==> src/rtl/rob_alloc_ctrl.sv <==
// rob_alloc_ctrl
// ---------------------------------------------------------------------------
// Dual-slot ROB allocation and retirement controller. Owns the ROB ring
// pointers (head, tail, count), hands out ROB ids to dispatching
// instructions, drives the rename table push/pop ports and sequences
// branch-mispredict recovery (RUN -> FLUSH -> RECOVER -> RUN).
//
// Build option:
//   ROB_CTRL_DUAL_RETIRE_EN  defined   : up to two retirements per cycle
//                            undefined : single retirement per cycle, the
//                                        slot1 retire/pop outputs are tied 0
//
// Ports:
//   clk, reset                      clock, synchronous active-high reset
//   disp_vld/wr/reg 0/1             dispatch slots (slot0 is older)
//   disp_rdy0/1, alloc_rob0/1       slot accepted, ROB id assigned
//   push0/1, push_reg/rob_addr0/1   rename table push (new mapping)
//   rob_done                        per-entry completion bits by ROB id
//   pop0/1, pop_reg/rob_addr0/1     rename table pop (retired mapping)
//   retire0/1                       entry retired this cycle
//   flush, flush_rob_addr           mispredict request, branch ROB id
//   flush_out, flush_iq_index       forwarded flush, branch age from head
//   oldest0, count, full, empty     ring status
// ---------------------------------------------------------------------------
module rob_alloc_ctrl #(
   parameter int ROB_DEPTH = 8,
   parameter int ROB_LOG2  = 3,
   parameter int REG_LOG2  = 5
) (
   input  logic                  clk,
   input  logic                  reset,
   input  logic                  disp_vld0,
   input  logic                  disp_vld1,
   input  logic                  disp_wr0,
   input  logic                  disp_wr1,
   input  logic [REG_LOG2-1:0]   disp_reg0,
   input  logic [REG_LOG2-1:0]   disp_reg1,
   output logic                  disp_rdy0,
   output logic                  disp_rdy1,
   output logic [ROB_LOG2-1:0]   alloc_rob0,
   output logic [ROB_LOG2-1:0]   alloc_rob1,
   output logic                  push0,
   output logic                  push1,
   output logic [REG_LOG2-1:0]   push_reg_addr0,
   output logic [REG_LOG2-1:0]   push_reg_addr1,
   output logic [ROB_LOG2-1:0]   push_rob_addr0,
   output logic [ROB_LOG2-1:0]   push_rob_addr1,
   input  logic [ROB_DEPTH-1:0]  rob_done,
   output logic                  pop0,
   output logic                  pop1,
   output logic [REG_LOG2-1:0]   pop_reg_addr0,
   output logic [REG_LOG2-1:0]   pop_reg_addr1,
   output logic [ROB_LOG2-1:0]   pop_rob_addr0,
   output logic [ROB_LOG2-1:0]   pop_rob_addr1,
   output logic                  retire0,
   output logic                  retire1,
   input  logic                  flush,
   input  logic [ROB_LOG2-1:0]   flush_rob_addr,
   output logic                  flush_out,
   output logic [ROB_LOG2-1:0]   flush_iq_index,
   output logic [ROB_LOG2-1:0]   oldest0,
   output logic [ROB_LOG2:0]     count,
   output logic                  full,
   output logic                  empty
);

   typedef enum logic [1:0] {
      ST_RUN,
      ST_FLUSH,
      ST_RECOVER
   } state_t;

   localparam logic [ROB_LOG2-1:0] PTR_ONE      = ROB_LOG2'(1);
   localparam logic [ROB_LOG2:0]   CNT_ONE      = (ROB_LOG2+1)'(1);
   localparam logic [ROB_LOG2:0]   CNT_DEPTH    = (ROB_LOG2+1)'(ROB_DEPTH);
   localparam logic [ROB_LOG2:0]   CNT_DEPTH_M1 = (ROB_LOG2+1)'(ROB_DEPTH - 1);

   state_t                state_q, state_d;
   logic [ROB_LOG2-1:0]   head_q, head_d;
   logic [ROB_LOG2-1:0]   tail_q, tail_d;
   logic [ROB_LOG2:0]     count_q, count_d;
   logic [ROB_DEPTH-1:0]  wr_q, wr_d;
   logic [REG_LOG2-1:0]   dest_q [ROB_DEPTH];
   logic [REG_LOG2-1:0]   dest_d [ROB_DEPTH];

   logic                  run_open;
   logic                  retire_open;
   logic [ROB_LOG2:0]     accept_cnt;
   logic [ROB_LOG2:0]     retire_cnt;

   // A flush request in RUN steals the whole cycle: neither dispatch nor
   // retire may move the pointers while the new tail/count are loaded.
   // RECOVER reopens retirement one cycle before dispatch resumes.
   assign run_open    = (state_q == ST_RUN) && !flush;
   assign retire_open = run_open || (state_q == ST_RECOVER);

   assign empty   = (count_q == '0);
   assign full    = (count_q == CNT_DEPTH);
   assign count   = count_q;
   assign oldest0 = head_q;

   // Dispatch side: slot1 can only ride along with slot0 and needs a
   // second free entry.
   assign disp_rdy0 = run_open && disp_vld0 && (count_q < CNT_DEPTH);
   assign disp_rdy1 = disp_rdy0 && disp_vld1 && (count_q < CNT_DEPTH_M1);

   assign alloc_rob0 = tail_q;
   assign alloc_rob1 = tail_q + PTR_ONE;

   assign push0          = disp_rdy0 && disp_wr0;
   assign push1          = disp_rdy1 && disp_wr1;
   assign push_reg_addr0 = disp_reg0;
   assign push_reg_addr1 = disp_reg1;
   assign push_rob_addr0 = alloc_rob0;
   assign push_rob_addr1 = alloc_rob1;

   // Retire side, oldest entry first.
   assign retire0       = retire_open && !empty && rob_done[head_q];
   assign pop0          = retire0 && wr_q[head_q];
   assign pop_reg_addr0 = dest_q[head_q];
   assign pop_rob_addr0 = head_q;

`ifdef ROB_CTRL_DUAL_RETIRE_EN
   logic [ROB_LOG2-1:0] head_p1;

   assign head_p1       = head_q + PTR_ONE;
   assign retire1       = retire0 && (count_q >= (CNT_ONE + CNT_ONE)) && rob_done[head_p1];
   assign pop1          = retire1 && wr_q[head_p1];
   assign pop_reg_addr1 = dest_q[head_p1];
   assign pop_rob_addr1 = head_p1;
`else
   assign retire1       = 1'b0;
   assign pop1          = 1'b0;
   assign pop_reg_addr1 = '0;
   assign pop_rob_addr1 = '0;
`endif

   // Flush is only honoured in RUN; the index is the branch's distance from
   // head, which is also how many older entries survive (minus one).
   assign flush_out      = (state_q == ST_RUN) && flush;
   assign flush_iq_index = flush_out ? (flush_rob_addr - head_q) : '0;

   assign accept_cnt = {{ROB_LOG2{1'b0}}, disp_rdy0} + {{ROB_LOG2{1'b0}}, disp_rdy1};
   assign retire_cnt = {{ROB_LOG2{1'b0}}, retire0} + {{ROB_LOG2{1'b0}}, retire1};

   // Next-state logic. Normal operation advances tail by accepted slots and
   // head by retired slots; the per-entry wr/dest records are captured at
   // allocation so retirement can pop the right mapping later. A flush
   // rewinds tail to just past the branch and resizes count accordingly;
   // entries beyond it keep stale wr/dest data that is overwritten on reuse.
   always_comb begin
      state_d = state_q;
      head_d  = head_q + retire_cnt[ROB_LOG2-1:0];
      tail_d  = tail_q + accept_cnt[ROB_LOG2-1:0];
      count_d = count_q + accept_cnt - retire_cnt;
      wr_d    = wr_q;
      dest_d  = dest_q;

      if (disp_rdy0) begin
         wr_d[alloc_rob0]   = disp_wr0;
         dest_d[alloc_rob0] = disp_reg0;
      end
      if (disp_rdy1) begin
         wr_d[alloc_rob1]   = disp_wr1;
         dest_d[alloc_rob1] = disp_reg1;
      end

      case (state_q)
         ST_RUN: begin
            if (flush) begin
               tail_d  = flush_rob_addr + PTR_ONE;
               count_d = {1'b0, flush_iq_index} + CNT_ONE;
               state_d = ST_FLUSH;
            end
         end
         ST_FLUSH:   state_d = ST_RECOVER;
         ST_RECOVER: state_d = ST_RUN;
         default:    state_d = ST_RUN;
      endcase
   end

   // State registers with synchronous reset; reset wins over any flush in
   // progress and empties the ring.
   always_ff @(posedge clk) begin
      if (reset) begin
         state_q <= ST_RUN;
         head_q  <= '0;
         tail_q  <= '0;
         count_q <= '0;
         wr_q    <= '0;
         for (int i = 0; i < ROB_DEPTH; i++) begin
            dest_q[i] <= '0;
         end
      end else begin
         state_q <= state_d;
         head_q  <= head_d;
         tail_q  <= tail_d;
         count_q <= count_d;
         wr_q    <= wr_d;
         dest_q  <= dest_d;
      end
   end

endmodule
==> config.mk <==
export PLATFORM = sky130hd
export DESIGN_NAME = rob_alloc_ctrl
export DESIGN_NICKNAME = d
export VERILOG_FILES = /design/src/rtl/rob_alloc_ctrl.sv
export SDC_FILE = /design/constraint.sdc
export NUM_CORES = 1
export LEC_CHECK = 0
export ABC_CLOCK_PERIOD_IN_PS = 4500
export BUFFER_PORTS_ARGS = -buffer_cell sky130_fd_sc_hd__buf_2
export CORE_MARGIN = 1.5
export CORE_UTILIZATION = 59
export CTS_CLUSTER_DIAMETER = 40
export DETAILED_ROUTE_END_ITERATION = 10
export PLACE_DENSITY_LB_ADDON = 0.25
export SETUP_SLACK_MARGIN = 0.1
export SLEW_MARGIN = 10
export SYNTH_ARGS = -nofsm -noshare
export SYNTH_HDL_FRONTEND = slang
export SYNTH_SLANG_ARGS = --single-unit
==> constraint.sdc <==
create_clock -name clk -period 4.5 [get_ports clk]
set_clock_uncertainty 0.15 [all_clocks]
set_input_delay 0.675 -clock clk [delete_from_list [all_inputs] [get_ports clk]]
set_output_delay 0.675 -clock clk [all_outputs]
set_load 0.02 [all_outputs]
==> results of run 1 <==
-- cell usage in the layout (no fill, tap or decap), drive strengths merged, types with 2 or more instances in the layout --
cell type / instances
buf: 80
nand4: 8
xnor2: 5
and4bb: 3
and3: 3
a311oi: 36
nor2: 56
xor2: 2
a211oi: 16
conb: 10
nand3: 37
ha: 16
nand2: 51
mux4: 12
inv: 17
clkbuf: 9
nor4b: 4
mux2: 5
clkinvlp: 3
nor3b: 3
clkinv: 3
nor2b: 6
fa: 3
a21oi: 4
dfxtp: 60
mux2i: 17
and2: 3
-- layer usage --
layer  share of wire, %  wire length [µm]  vias up
li1                   -                 -     1620
met4                1.9               198        0
met1                 44              4490     1675
met3                6.7               689       21
met5                  0                 0        -
met2                 47              4860      149
-- registers in the layout (all words and copies together) (netlist names) --
register and cells:
oldest0 3, dest_q 40, state_q 2, wr_q 8, count 4, alloc_rob0 3
-- per-stage QoR --
stage	area [µm²]	std cells
2_1_floorplan	4010	457
3_3_place_gp	4100	542
3_5_place_dp	4100	542
4_1_cts	4260	557
5_1_grt	4260	557
6_report	4260	557
-- worst max-delay path by stage --
stage,endpoint,cells past startpoint
CTS,pop0,7
floorplan,count[3],13
detailed placement,count[2],12
global route,count[2],13
finish,pop0,7
global placement,count[2],12
-- area by class of cell --
type / count / share of cell area [%]
flip-flops and latches: 60 / 28.2
multi-input cells: 308 / 54.5
repair buffers: 80 / 9.63
inverters: 17 / 1.53
well taps: 77 / 2.26
clock inverters: 6 / 0.969
clock buffers: 9 / 2.91
-- kinds of logic (layout without fill, tap and decap cells) --
logic type / after synthesis / count (layout) / share of synthesized area (%)
fa+ha+maj: 19 / 19 / 6.54
compound gates: 60 / 60 / 12.4
other cells: 1 / 10 / 0.0942
xor+xnor: 8 / 8 / 2.29
flops: 60 / 60 / 30.2
buf+inv: 89 / 112 / 12.7
simple gates: 177 / 177 / 23.4
mux: 34 / 34 / 12.5
-- critical path, cell delays in order (launching register included) --
cell and delay (ns):
dfxtp_1 0.50, inv_1 0.11, ha_1 0.18, nor3b_1 0.15
a2111oi_0 0.50, and3_1 0.32, nor2b_1 0.15, buf_2 0.17
-- power by group --
group | internal, µW | total (µW) | leakage [µW] | switching [µW]
clock network | 196 | 419 | 0.0000775 | 223
registers | 564 | 617 | 0.000486 | 52.7
logic | 190 | 486 | 0.00125 | 296
total | 950 | 1520 | 0.00181 | 571
==> qor.txt, run 1 <==
status: complete, but fails checks
failing checks: DRC
Reg-to-Reg End: count[2]
die width: 85.1 µm
Starting Density: 62.0%
share of the synthesized area in the top cell type: 30.2%
hold wc startpoint: wr_q[0]
global-route wire length before repair: 16.7 mm
Synth area leaders: dfxtp_1, a311oi_1, mux4_2, buf_4, nor2_1
Area growth syn-to-layout: 7.07%
most frequent cell after synthesis: dfxtp_1
Multi-input gate area: 2320 µm²
measured slew at the worst slew-check pin: 1.13 ns
hold crit path type: flop to flop
share of layout cells above drive strength 1: 26.7%
vias in the first global route: 3336
FF+latch area: 1200 µm²
First-pass DRT Iterations: 8
via count: 3465
row count: 29
die area: 7250 µm²
Synth area leader: dfxtp_1
R2R depth: 13
Final Core Density: 66.4%
worst setup path start: count[3]
IO buf count: 76
Crit Path Class: flop to output pin
Global Route met2 Usage: 47.3%
Post-DP HPWL: 7.33 mm
# IOs: 87
fin crit period: 3.25 ns
Final GP Congestion: 0.909
core area: 6420 µm²
Peak VDD IR: 0.170 mV
Leakage Power: 0.00181 µW
DRC violation count after routing: 6
warnings from Yosys: 0
worst endpoint required time: 3.67 ns
WL per Instance: 18.4 µm
final setup fails: 0
grt ovf: 0
Reg clk slew, reported paths: 0.07 ns
maxcap violations: 0
register area share after synthesis: 30.2%
Hold Path Depth: 2
GR Util All Layers: 30.0%
final max-slew violation count: 0
post-CTS sizing: 0
top cells by count, synth: dfxtp_1, nor2_1, nand2_1
syn avg cell area: 8.88 µm²
initial antenna violation count: 0
Max Freq: 308 MHz
M1 GR Usage: 40.0%
Die Ht: 85.1 µm
met3 Use GR: 6.71%
Mapped Area: 3980 µm²
RSZ-0062 raised after global routing: no
worst-path fanout max: 6
ratio of final minimum period to clock period: 72.2%
DP Worst Slack: 1.21 ns
final net count: 523
Setup TNS Final: 0 ns
Distinct cells, synth: 40
Initial DRC Count: 318
WL final: 10.2 mm
Post-CTS Setup Repair Bufs: 0
GRT busiest layer: met2
pin count of the biggest net entering global routing: 61
Setup WS post-layout: 1.25 ns
antenna cells: 0
Hold Vio Cnt, Final: 0
hold_ws: 0.330 ns
r2r setup slk: 1.26 ns
Worst Path Arrival: 2.43 ns
cell count after synthesis: 448
CTS Buf Count: 9
worst r2r src: count[3]
CTS tree: done
Max Root-Sink Buffers: 2
Total Power: 1520 µW
clk_lat worst skew: 0.35 ns
Hold Path End: wr_q[0]
H-tree Lvls: 3
Crit. End Element: output pin
number of synthesized flops with an enable pin: 0
fill cell count: 544
Hold Buf Count CTS: 0
Worst slew margin: 24.5%
startpoint types: flop
vias per inst: 6.22
Root Buffer: clkbuf_8
PD cells: 357 nW/µm²
ANT nets after route: 0
primary flip-flop cell chosen by synthesis mapping: dfxtp_1
ys async rst share: 0%
FF+latch count, synth: 60
CTS sink cnt: 60
No activity file was read; power rests on OpenSTA's default activity.
==> run 2, diff against run 1 <==
ABC_AREA = 1   (was not set)
ABC_CLOCK_PERIOD_IN_PS = 3300   (was 4500)
CORE_UTILIZATION = 57   (was 59)
clock period = 3.3 ns   (was 4.5 ns; I/O delays follow)
==> qor.txt, run 2 <==
status: complete, no violations
initial antenna violation count: 0
final setup fails: 0
IO buf count: 76
register area share after synthesis: 25.5%
H-tree Lvls: 3
Setup WS post-layout: 0.406 ns
Root Buffer: clkbuf_8
pin count of the biggest net entering global routing: 54
Largest Register: dest_q
vias per inst: 5.49
Total Power: 2440 µW
most common cell after layout, fill and taps aside: nand2_1
share of the synthesized area in the top cell type: 25.5%
CTS tree: done
worst endpoint required time: 2.65 ns
DRC violation count after routing: 0
row count: 32
share of layout cells above drive strength 1: 15.3%
Hold Buf Count CTS: 0
FF+latch area: 1200 µm²
Multi-input gate area: 2980 µm²
Hold Path End: alloc_rob0[0]
Die Ht: 93.9 µm
Reg clk slew, reported paths: 0.07 ns
Crit Path Class: flop to output pin
die width: 93.9 µm
syn avg cell area: 5.99 µm²
WL final: 14.2 mm
Post-CTS Setup Repair Bufs: 0
PD cells: 472 nW/µm²
Hold Path Depth: 2
hold crit path type: primary input to flop
CTS sink cnt: 60
via count: 5194
Hold Vio Cnt, Final: 0
ratio of final minimum period to clock period: 87.7%
Setup TNS Final: 0 ns
maxcap violations: 0
Max Freq: 346 MHz
Crit. End Element: output pin
worst-path fanout max: 26
Synth area leaders: dfxtp_1, nand2_1, nor2_1, o21ai_0, buf_4
Peak VDD IR: 0.299 mV
grt ovf: 0
ANT nets after route: 0
RSZ-0062 raised after global routing: no
First-pass DRT Iterations: 6
final max-slew violation count: 0
Post-DP HPWL: 10.1 mm
most frequent cells in the layout: nand2_1, nor2_1, buf_2, o21ai_0, dfxtp_1
warnings from Yosys: 0
fin crit period: 2.89 ns
final net count: 886
Distinct cells, synth: 33
Mapped Area: 4710 µm²
core area: 7850 µm²
Max Root-Sink Buffers: 2
startpoint types: flop
WL per Instance: 15.0 µm
DP Worst Slack: 0.372 ns
hold_ws: 0.231 ns
FF+latch count, synth: 60
top cells by count, synth: nand2_1, nor2_1, o21ai_0
cell count after synthesis: 787
Worst slew margin: 63.4%
GRT busiest layer: met2
antenna cells: 0
max reg flops: 40
R2R depth: 15
Initial DRC Count: 473
met3 Use GR: 7.44%
clk_lat worst skew: 0.35 ns
fill cell count: 764
Synth area leader: dfxtp_1
Final GP Congestion: 0.978
Reg-to-Reg End: count[2]
measured slew at the worst slew-check pin: 0.549 ns
# IOs: 87
worst setup path start: state_q[1]
M1 GR Usage: 43.9%
die area: 8830 µm²
Starting Density: 60.1%
hold wc startpoint: flush_rob_addr[0]
primary flip-flop cell chosen by synthesis mapping: dfxtp_1
Worst Path Arrival: 2.25 ns
number of synthesized flops with an enable pin: 0
worst r2r src: count[3]
vias in the first global route: 4932
post-CTS sizing: 0
CTS Buf Count: 9
Leakage Power: 0.00285 µW
r2r setup slk: 0.46 ns
Area growth syn-to-layout: 9.93%
GR Util All Layers: 34.3%
Global Route met2 Usage: 55.0%
global-route wire length before repair: 23.5 mm
ys async rst share: 0%
most frequent cell after synthesis: nand2_1
[run 2: stage by stage]
step           utilization (%)  std cells  area [µm²]
5_1_grt                   66.0        946        5180
3_5_place_dp              63.3        930        4970
6_report                  66.0        946        5180
3_3_place_gp              63.3        930        4970
2_1_floorplan                -        796        4750
4_1_cts                   66.0        946        5180
[run 2: cell families after synthesis]
family          count (synthesis)  synth area share (%)
compound gates                 86                  9.21
flops                          60                  25.5
buf+inv                       109                  12.0
simple gates                  508                  47.0
xor+xnor                        4                 0.743
other cells                     1                0.0795
fa+ha+maj                      19                  5.52
[run 2: area by class of cell]
cell class                      instances  area share, %
Multi-Input combinational cell        627           57.6
Clock inverter                          3          0.845
Tap cell                              102           2.46
Inverter                               56           4.06
Timing Repair Buffer                   85           8.64
Clock buffer                           13           3.26
Sequential cell                        60           23.2
[run 2: worst max path at each step]
stage | endpoint | slack (ns) | depth (start not counted)
floorplan | count[2] | 0.28 | 14
detailed placement | count[2] | 0.37 | 15
CTS | push1 | 0.43 | 7
global route | count[2] | 0.31 | 15
finish | push1 | 0.41 | 7
global placement | count[2] | 0.44 | 15
[run 2: layer usage]
layer / wire length, µm / vias to the layer above
met1: 5930 / 2331
li1: - / 2511
met4: 443 / 0
met3: 1310 / 56
met5: 0 / -
met2: 6530 / 296
[run 2: worst max-delay path: stages, from the launching register on]
cell and delay [ns]:
dfxtp_1 0.33, nor2_1 0.31, inv_1 0.18, nor2_8 0.14
buf_4 0.34, nand2_8 0.25, nor2_1 0.17, buf_2 0.18
[run 2: report_power, final]
part           internal, µW  leakage [µW]  switching, µW
clock network           411      0.000110            321
logic                   271       0.00226            626
registers               767      0.000487           48.0
total                  1450       0.00285            995
